## config.mk

```make
export PLATFORM = sky130hd
export DESIGN_NAME = sync_ram_flat
export DESIGN_NICKNAME = d
export VERILOG_FILES = /design/src/rtl/sync_ram_if.sv /design/src/rtl/sync_ram.sv /design/src/flat_wrapper.sv
export SDC_FILE = /design/constraint.sdc
export NUM_CORES = 2
export LEC_CHECK = 0
export BUFFER_PORTS_ARGS = -buffer_cell sky130_fd_sc_hd__buf_2
export CORE_ASPECT_RATIO = 0.75
export CORE_MARGIN = 3
export CORE_UTILIZATION = 52
export DETAILED_ROUTE_END_ITERATION = 16
export PLACE_DENSITY = 0.71
export SLEW_MARGIN = 20
export SYNTH_ARGS = -nofsm -noshare
export SYNTH_HDL_FRONTEND = slang
export SYNTH_SLANG_ARGS = --single-unit
```

## constraint.sdc

```tcl
create_clock -name clk -period 10.37 [get_ports clk]
set_input_delay 1.037 -clock clk [delete_from_list [all_inputs] [get_ports clk]]
set_output_delay 1.037 -clock clk [all_outputs]
set_load 0.02 [all_outputs]
```

## src/rtl/sync_ram_if.sv

```systemverilog
// Request/response bus for sync_ram: one request channel with a ready
// handshake and a fixed-latency read response channel, plus the clear status.
interface sync_ram_if #(
  parameter int ADDR_WIDTH = 8,
  parameter int DATA_WIDTH = 8
);
  logic                    req_valid;
  logic                    req_ready;
  logic                    req_we;
  logic [ADDR_WIDTH-1:0]   req_addr;
  logic [DATA_WIDTH-1:0]   req_wdata;
  logic [DATA_WIDTH/8-1:0] req_be;
  logic                    rsp_valid;
  logic [DATA_WIDTH-1:0]   rsp_rdata;
  logic                    busy;

  modport master (
    output req_valid, req_we, req_addr, req_wdata, req_be,
    input  req_ready, rsp_valid, rsp_rdata, busy
  );

  modport slave (
    input  req_valid, req_we, req_addr, req_wdata, req_be,
    output req_ready, rsp_valid, rsp_rdata, busy
  );
endinterface

```

## src/rtl/sync_ram.sv

```systemverilog
// Single-port synchronous RAM with byte-enable writes, a fully pipelined
// fixed-latency read path and an optional zero-fill sequence after reset.
// While the zero-fill runs the request channel is closed (req_ready=0).
module sync_ram #(
  parameter int ADDR_WIDTH     = 8,
  parameter int DATA_WIDTH     = 8,
  parameter int READ_LATENCY   = 1,
  parameter int CLEAR_ON_RESET = 1
) (
  input  logic      clk,
  input  logic      rst_n,
  sync_ram_if.slave bus
);

  localparam int DEPTH  = 1 << ADDR_WIDTH;
  localparam int NBYTES = DATA_WIDTH / 8;

  typedef enum logic {
    ST_CLEAR = 1'b0,
    ST_RUN   = 1'b1
  } state_t;

  localparam state_t RESET_STATE = (CLEAR_ON_RESET != 0) ? ST_CLEAR : ST_RUN;
  localparam logic   RESET_BUSY  = (CLEAR_ON_RESET != 0) ? 1'b1 : 1'b0;
  localparam logic [ADDR_WIDTH-1:0] LAST_ADDR = '1;

  state_t                  state_r;
  logic [ADDR_WIDTH-1:0]   clear_cnt_r;
  logic                    ready_r;
  logic                    busy_r;

  logic [DATA_WIDTH-1:0]   mem_r [DEPTH];

  logic                    accept_s;
  logic                    rd_accept_s;
  logic                    wr_en_s;
  logic [ADDR_WIDTH-1:0]   wr_addr_s;
  logic [DATA_WIDTH-1:0]   wr_data_s;
  logic [NBYTES-1:0]       wr_be_s;

  // Stage i holds a response that becomes visible i+1 cycles after accept;
  // the last stage drives the response port directly.
  logic [READ_LATENCY-1:0] pipe_vld_r;
  logic [DATA_WIDTH-1:0]   pipe_dat_r [READ_LATENCY];

  assign accept_s    = bus.req_valid & ready_r;
  assign rd_accept_s = accept_s & ~bus.req_we;

  // Control FSM: walk the clear counter once, then stay open for requests.
  always_ff @(posedge clk or negedge rst_n) begin
    if (!rst_n) begin
      state_r     <= RESET_STATE;
      clear_cnt_r <= '0;
      ready_r     <= 1'b0;
      busy_r      <= RESET_BUSY;
    end else begin
      case (state_r)
        ST_CLEAR: begin
          clear_cnt_r <= clear_cnt_r + ADDR_WIDTH'(1);
          if (clear_cnt_r == LAST_ADDR) begin
            // This edge writes the last word, so open the bus next cycle.
            state_r <= ST_RUN;
            ready_r <= 1'b1;
            busy_r  <= 1'b0;
          end else begin
            ready_r <= 1'b0;
            busy_r  <= 1'b1;
          end
        end
        ST_RUN: begin
          ready_r <= 1'b1;
          busy_r  <= 1'b0;
        end
        default: begin
          state_r     <= RESET_STATE;
          clear_cnt_r <= '0;
          ready_r     <= 1'b0;
          busy_r      <= RESET_BUSY;
        end
      endcase
    end
  end

  // Write port select: the clear sequence owns the port until it finishes.
  always_comb begin
    wr_en_s   = 1'b0;
    wr_addr_s = bus.req_addr;
    wr_data_s = bus.req_wdata;
    wr_be_s   = bus.req_be;
    if (state_r == ST_CLEAR) begin
      wr_en_s   = 1'b1;
      wr_addr_s = clear_cnt_r;
      wr_data_s = '0;
      wr_be_s   = '1;
    end else begin
      wr_en_s   = accept_s & bus.req_we;
    end
  end

  // Memory array: byte-masked write, never reset.
  always_ff @(posedge clk) begin
    if (wr_en_s) begin
      for (int b = 0; b < NBYTES; b++) begin
        if (wr_be_s[b]) begin
          mem_r[wr_addr_s][8*b +: 8] <= wr_data_s[8*b +: 8];
        end
      end
    end
  end

  // Read pipeline: capture the word at the accept edge, then shift; data
  // stages only load on valid so the output holds between responses.
  always_ff @(posedge clk or negedge rst_n) begin
    if (!rst_n) begin
      pipe_vld_r <= '0;
      for (int i = 0; i < READ_LATENCY; i++) begin
        pipe_dat_r[i] <= '0;
      end
    end else begin
      pipe_vld_r[0] <= rd_accept_s;
      if (rd_accept_s) begin
        pipe_dat_r[0] <= mem_r[bus.req_addr];
      end
      for (int i = 1; i < READ_LATENCY; i++) begin
        pipe_vld_r[i] <= pipe_vld_r[i-1];
        if (pipe_vld_r[i-1]) begin
          pipe_dat_r[i] <= pipe_dat_r[i-1];
        end
      end
    end
  end

  assign bus.req_ready = ready_r;
  assign bus.busy      = busy_r;
  assign bus.rsp_valid = pipe_vld_r[READ_LATENCY-1];
  assign bus.rsp_rdata = pipe_dat_r[READ_LATENCY-1];

endmodule

```

## src/flat_wrapper.sv

```systemverilog
// flat-port wrapper written by rule: the top's interface ports become plain ports
module sync_ram_flat 
#(
  parameter int ADDR_WIDTH     = 8,
  parameter int DATA_WIDTH     = 8,
  parameter int READ_LATENCY   = 1,
  parameter int CLEAR_ON_RESET = 1
)
  (clk, rst_n, bus_req_valid, bus_req_we, bus_req_addr, bus_req_wdata, bus_req_be, bus_req_ready, bus_rsp_valid, bus_rsp_rdata, bus_busy);
  sync_ram_if #(.ADDR_WIDTH(ADDR_WIDTH), .DATA_WIDTH(DATA_WIDTH)) bus_i ();
  input  logic clk;
  input  logic rst_n;
  input wire logic [$bits(bus_i.req_valid)-1:0] bus_req_valid;
  input wire logic [$bits(bus_i.req_we)-1:0] bus_req_we;
  input wire logic [$bits(bus_i.req_addr)-1:0] bus_req_addr;
  input wire logic [$bits(bus_i.req_wdata)-1:0] bus_req_wdata;
  input wire logic [$bits(bus_i.req_be)-1:0] bus_req_be;
  output wire logic [$bits(bus_i.req_ready)-1:0] bus_req_ready;
  output wire logic [$bits(bus_i.rsp_valid)-1:0] bus_rsp_valid;
  output wire logic [$bits(bus_i.rsp_rdata)-1:0] bus_rsp_rdata;
  output wire logic [$bits(bus_i.busy)-1:0] bus_busy;
  assign bus_i.req_valid = bus_req_valid;
  assign bus_i.req_we = bus_req_we;
  assign bus_i.req_addr = bus_req_addr;
  assign bus_i.req_wdata = bus_req_wdata;
  assign bus_i.req_be = bus_req_be;
  assign bus_req_ready = bus_i.req_ready;
  assign bus_rsp_valid = bus_i.rsp_valid;
  assign bus_rsp_rdata = bus_i.rsp_rdata;
  assign bus_busy = bus_i.busy;
  sync_ram #(.ADDR_WIDTH(ADDR_WIDTH), .DATA_WIDTH(DATA_WIDTH), .READ_LATENCY(READ_LATENCY), .CLEAR_ON_RESET(CLEAR_ON_RESET)) u_core (.clk(clk), .rst_n(rst_n), .bus(bus_i));
endmodule
```

## After elaboration in Yosys (flattened, before gate mapping)

Memory sizes are Yosys's and may differ from the RTL's. A register that Yosys moved wholly into a read port is not among the register bits.
Index checks and enable logic that the tools add are counted.

| cells by class | value |
|---|---|
| reduce and logical (&&, ||, !) cells | 1 |
| eq/ne operators | 1 |
| $add $sub $neg | 1 |
| multiplexer cells | 12 |
| bitwise gates (word level) | 5 |

Operators with widths:

| kind | count |
|---|---|
| 8-bit two-way mux | 2 |
| 8-bit by 1-bit adder with 8-bit output, second input constant | 1 |
| 8-bit equality test, second input constant | 1 |
| 1-bit two-way mux | 8 |
| 1-bit case mux with 2 select lines | 2 |
| 1-bit AND | 3 |
| 1-bit inverter | 2 |
| 1-bit logical NOT | 1 |

| storage, ports and cells | value |
|---|---|
| register bits | 12 |
| RAM bits | 2048 |
| output and inout port bits | 11 |
| memories kept | 1 |
| bits of input ports | 21 |

Memory list:

| name | depth | width | rd ports | clocked after Yosys merged registers in | write ports | RTL line | text |
|---|---|---|---|---|---|---|---|
| u_core.mem_r | 256 | 8 | 1 | 1 | 1 | sync_ram.sv:32 | `logic [DATA_WIDTH-1:0] mem_r [DEPTH];` |

## Longest topological paths before layout

| logic depth | value |
|---|---|
| word-level depth | 5 |
| mapped depth | 13 |
| depth with buffers taken out | 8 |

## Least setup slack after synthesis

No wires, ideal clock.

| timing | value |
|---|---|
| path kind | reg2reg |
| start point | register, netlist name u_core.bus.req_ready |
| end point | memory u_core.mem_r[0][0], data pin |
| data arrival time | 4.579 ns |
| library setup time | 0.867 ns |
| clock period less this slack | 5.446 ns |
| setup slack | 4.924 ns |
| stages on the path, launching flop included | 5 |
| required time | 9.503 ns |
| cells stage by stage | dfrtp_1 clkbuf_1 clkbuf_1 clkbuf_1 and2_1 |

RTL lines:

| element | RTL line |
|---|---|
| to (decl) | sync_ram.sv:32 |

==> results.ini <==
[clock_tree]
cts_hold_buf=0
postCtsSetupRepairBufs=0
htreeDepth=4
cts_root_buffer=clkbuf_16
clk_pin_slew_worst_paths_ns=0.07
cts_tree=yes
cts_buffer_depth=3
clkSinkCount=2067
cts_buffers=181
cts_resized=0
clock_latency_ns=0.83

[setup_path]
worst-path-buf-inv=4
crit_fanout=32
timing.rr.end=u_core.mem_r[192][6]
path_class=input port to flop
slowest_stage=nand2_1
required_ns=11.03
cpPeakStageDelay_ns=0.83
path_cells=buf_4 -> buf_4 -> clkinv_2 -> buf_4 -> nand2_1 -> o22ai_1 -> a211oi_1 -> a221oi_1 -> o2111ai_1 -> o311ai_1
r2r-start=u_core.bus.req_ready
start_kind=input port
path_delay_family=buffers and inverters
rrSetupSlack_ns=6.38
r2r_cells=4
cpMostUsedCell=buf_4
end_kind=flop
cp.arrival_ns=5.95

[die]
die_w_um=461.2
rows=124
die_y_um=347.4
coreArea_um2=153400
ios=32
die_area_um2=160200
initial_utilization_pct=52.67

[global_route]
grt_overflow=0
global_route.usage.met2_pct=36.81
gr-usage-met1_pct=39.82
use_met3_pct=9.181
grt_antenna_before_repair=8
grt_pass1_wl_mm=304.0
gr-usage-all-layers_pct=26.50
grt.busiest_layer=met1
grt_max_degree=257
first_global_vias=41090

[synthesis]
synth-seq-cells=2067
async_reset_ff_share_pct=0.9192
synth_fp_nets=4170
synthAdderAreaFrac_pct=0.01548
netlist.area_leader.share_pct=76.09
ys_types=68
synth_top_area_cell=edfxtp_1
syn_inst=4148
synth_area_um2=80820
synth_simple_gate_area_share_pct=3.107
synthXorXnorAreaFrac_pct=0.07586
yosysMostFrequentCell=edfxtp_1
yosys_warnings=0
synth_edf_count=2048
synth_top_family_by_area=multiplexers
ys.flop_type=edfxtp_1
yosysSeqAreaShare_pct=76.68
synth.area.mux_share_pct=13.76
synth_compound_area_share_pct=4.384
ys_top_cells_by_area=edfxtp_1 76%, mux4_2 9.1%, mux2i_1 4.7%, nor2_1 1.3%, o22ai_1 1.1%
syn_area_per_cell_um2=19.48
synth_common_cells=2048 x edfxtp_1, 379 x mux2i_1, 325 x mux4_2

[sta]
tightestPinTransition_ns=1.216
fmax_mhz=189.1
setup-tns-final_ns=0
drv_slew=0
hold_violations=0
fin_crit_sh_pct=50.99
finClkSkew_ns=0.03452
period_minus_slack_ns=5.288
setup_violations=0
rsz0062_at_grt=false
slew_headroom_pct=18.92

[route]
via_per_inst=6.714
routed_wl_mm=212.4
dr.first_iter.drc_count=7278
first_pass_iters=7
drc_errors=0
wl_per_cell_um=33.30
ant_nets=0
vias=42820

[power]
ir_drop_v=0.0001648
p_per_area_nw_per_um2=181.8
pwr-share-clk_pct=41.0
power.leakage_uw=0.02356
comb_power_share_pct=3.0
p_seq_share_pct=56.0
p_sw_uw=3340
swShare_pct=20.70
internal_power_uw=12790

[run]
maxCapViolCount=0

[cells_and_area]
fillers=10950
stdcell_count=6377
layout.nets=4231
final_layout_size_suffix_gt1_share_pct=17.01
syn2layout_area_growth_pct=9.779

[place]
port_buffers=31
hpwl_mm=129.5
gp_congestion=0.9474
dp_cells=6039

[worst_hold_path]
worst_hold_path_type=input port to async pin

[status]
status=completed

-- final cells by class --
cell class,instances,area (um2),share of cell area (%)
Antenna cell,5,12.51,0.01410
Clock buffer,229,4833,5.448
Clock inverter,101,913.4,1.029
Inverter,5,22.52,0.02538
Multi-Input combinational cell,1825,17410,19.62
Sequential cell,2067,61980,69.85
Tap cell,2016,2522,2.843
Timing Repair Buffer,129,1041,1.173
-- cells in the final DEF (no fill, tap or decap), drive strengths merged, types with 4 or more instances in the layout --
master / instances
edfxtp: 2048
a221oi: 27
bufinv: 12
and2: 11
o22ai: 138
nand2b: 11
xnor2: 5
mux4: 325
clkbuf: 231
o221ai: 61
a21oi: 96
nand2: 192
a2111oi: 45
mux2i: 379
a31oi: 7
a211o: 12
a211oi: 35
nor2: 287
clkinv: 83
nor3: 16
o311ai: 6
inv: 9
nand3: 29
o21ai: 59
dfrtp: 18
o31ai: 5
or3: 4
buf: 126
a22oi: 6
or2: 4
nand3b: 10
diode: 5
nor4: 11
nand4: 6
-- layer usage --
metal	routed length, um	vias to the layer above
li1	-	17160
met1	83540	22160
met2	91430	3053
met3	30520	441
met4	6760	6
met5	117	-
-- through the flow --
stage | power [uW] | setup WS [ns] | utilization (%) | hold WS, ns | cell area, um2
floorplan | 9523 | 4.924 | - | 0.5144 | 80820
global placement | 9674 | 4.361 | 54.00 | 0.4755 | 82860
detailed placement | 9678 | 4.607 | 54.02 | 0.4773 | 82890
CTS | 16170 | 5.479 | 57.77 | 0.2065 | 88640
global route | 16520 | 5.340 | 57.82 | 0.2388 | 88720
finish | 16130 | 5.082 | 57.82 | 0.2548 | 88730
-- worst max-delay path by stage --
| stage | from | end | slack (ns) | depth (start not counted) |
|---|---|---|---|---|
| final | bus_req_addr[2] | u_core.bus.rsp_rdata[5] | 5.08 | 10 |
| after global routing | bus_req_addr[2] | u_core.bus.rsp_rdata[5] | 5.34 | 10 |
| after CTS | bus_req_addr[2] | u_core.bus.rsp_rdata[5] | 5.48 | 10 |
| after detailed placement | bus_req_addr[2] | u_core.bus.rsp_rdata[5] | 4.61 | 10 |
| after global placement | bus_req_addr[0] | u_core.bus.rsp_rdata[6] | 4.36 | 10 |
| after floorplan | u_core.bus.req_ready | u_core.mem_r[0][0] | 4.92 | 4 |
-- logic make-up (layout without fill, tap and decap cells) --
group / Yosys count / count (layout)
muxes: 705 / 705
other: 0 / 5
and+or+nand+nor: 596 / 596
DFF: 2067 / 2067
buffers and inverters: 256 / 464
adders and majority gates: 1 / 1
xor gates and xnor gates: 7 / 7
AOI/OAI and AO/OA: 516 / 516
-- state kept, by name (all words and copies together), names as in the netlist --
signal                flops
u_core.clear_cnt_r        8
u_core.bus.busy           1
u_core.bus.rsp_valid      1
u_core.bus.req_ready      1
u_core.bus.rsp_rdata      8
u_core.mem_r           2048
-- power by group through the flow --
stage	clock (uW)	sequential, uW	combinational, uW
final	6620	9030	478
after global placement	0	9220	459
after detailed placement	0	9220	462
after CTS	6670	9040	463
after floorplan	0	9220	307
after global routing	7000	9030	490
Note: power is estimated with default switching activity, not from simulation.
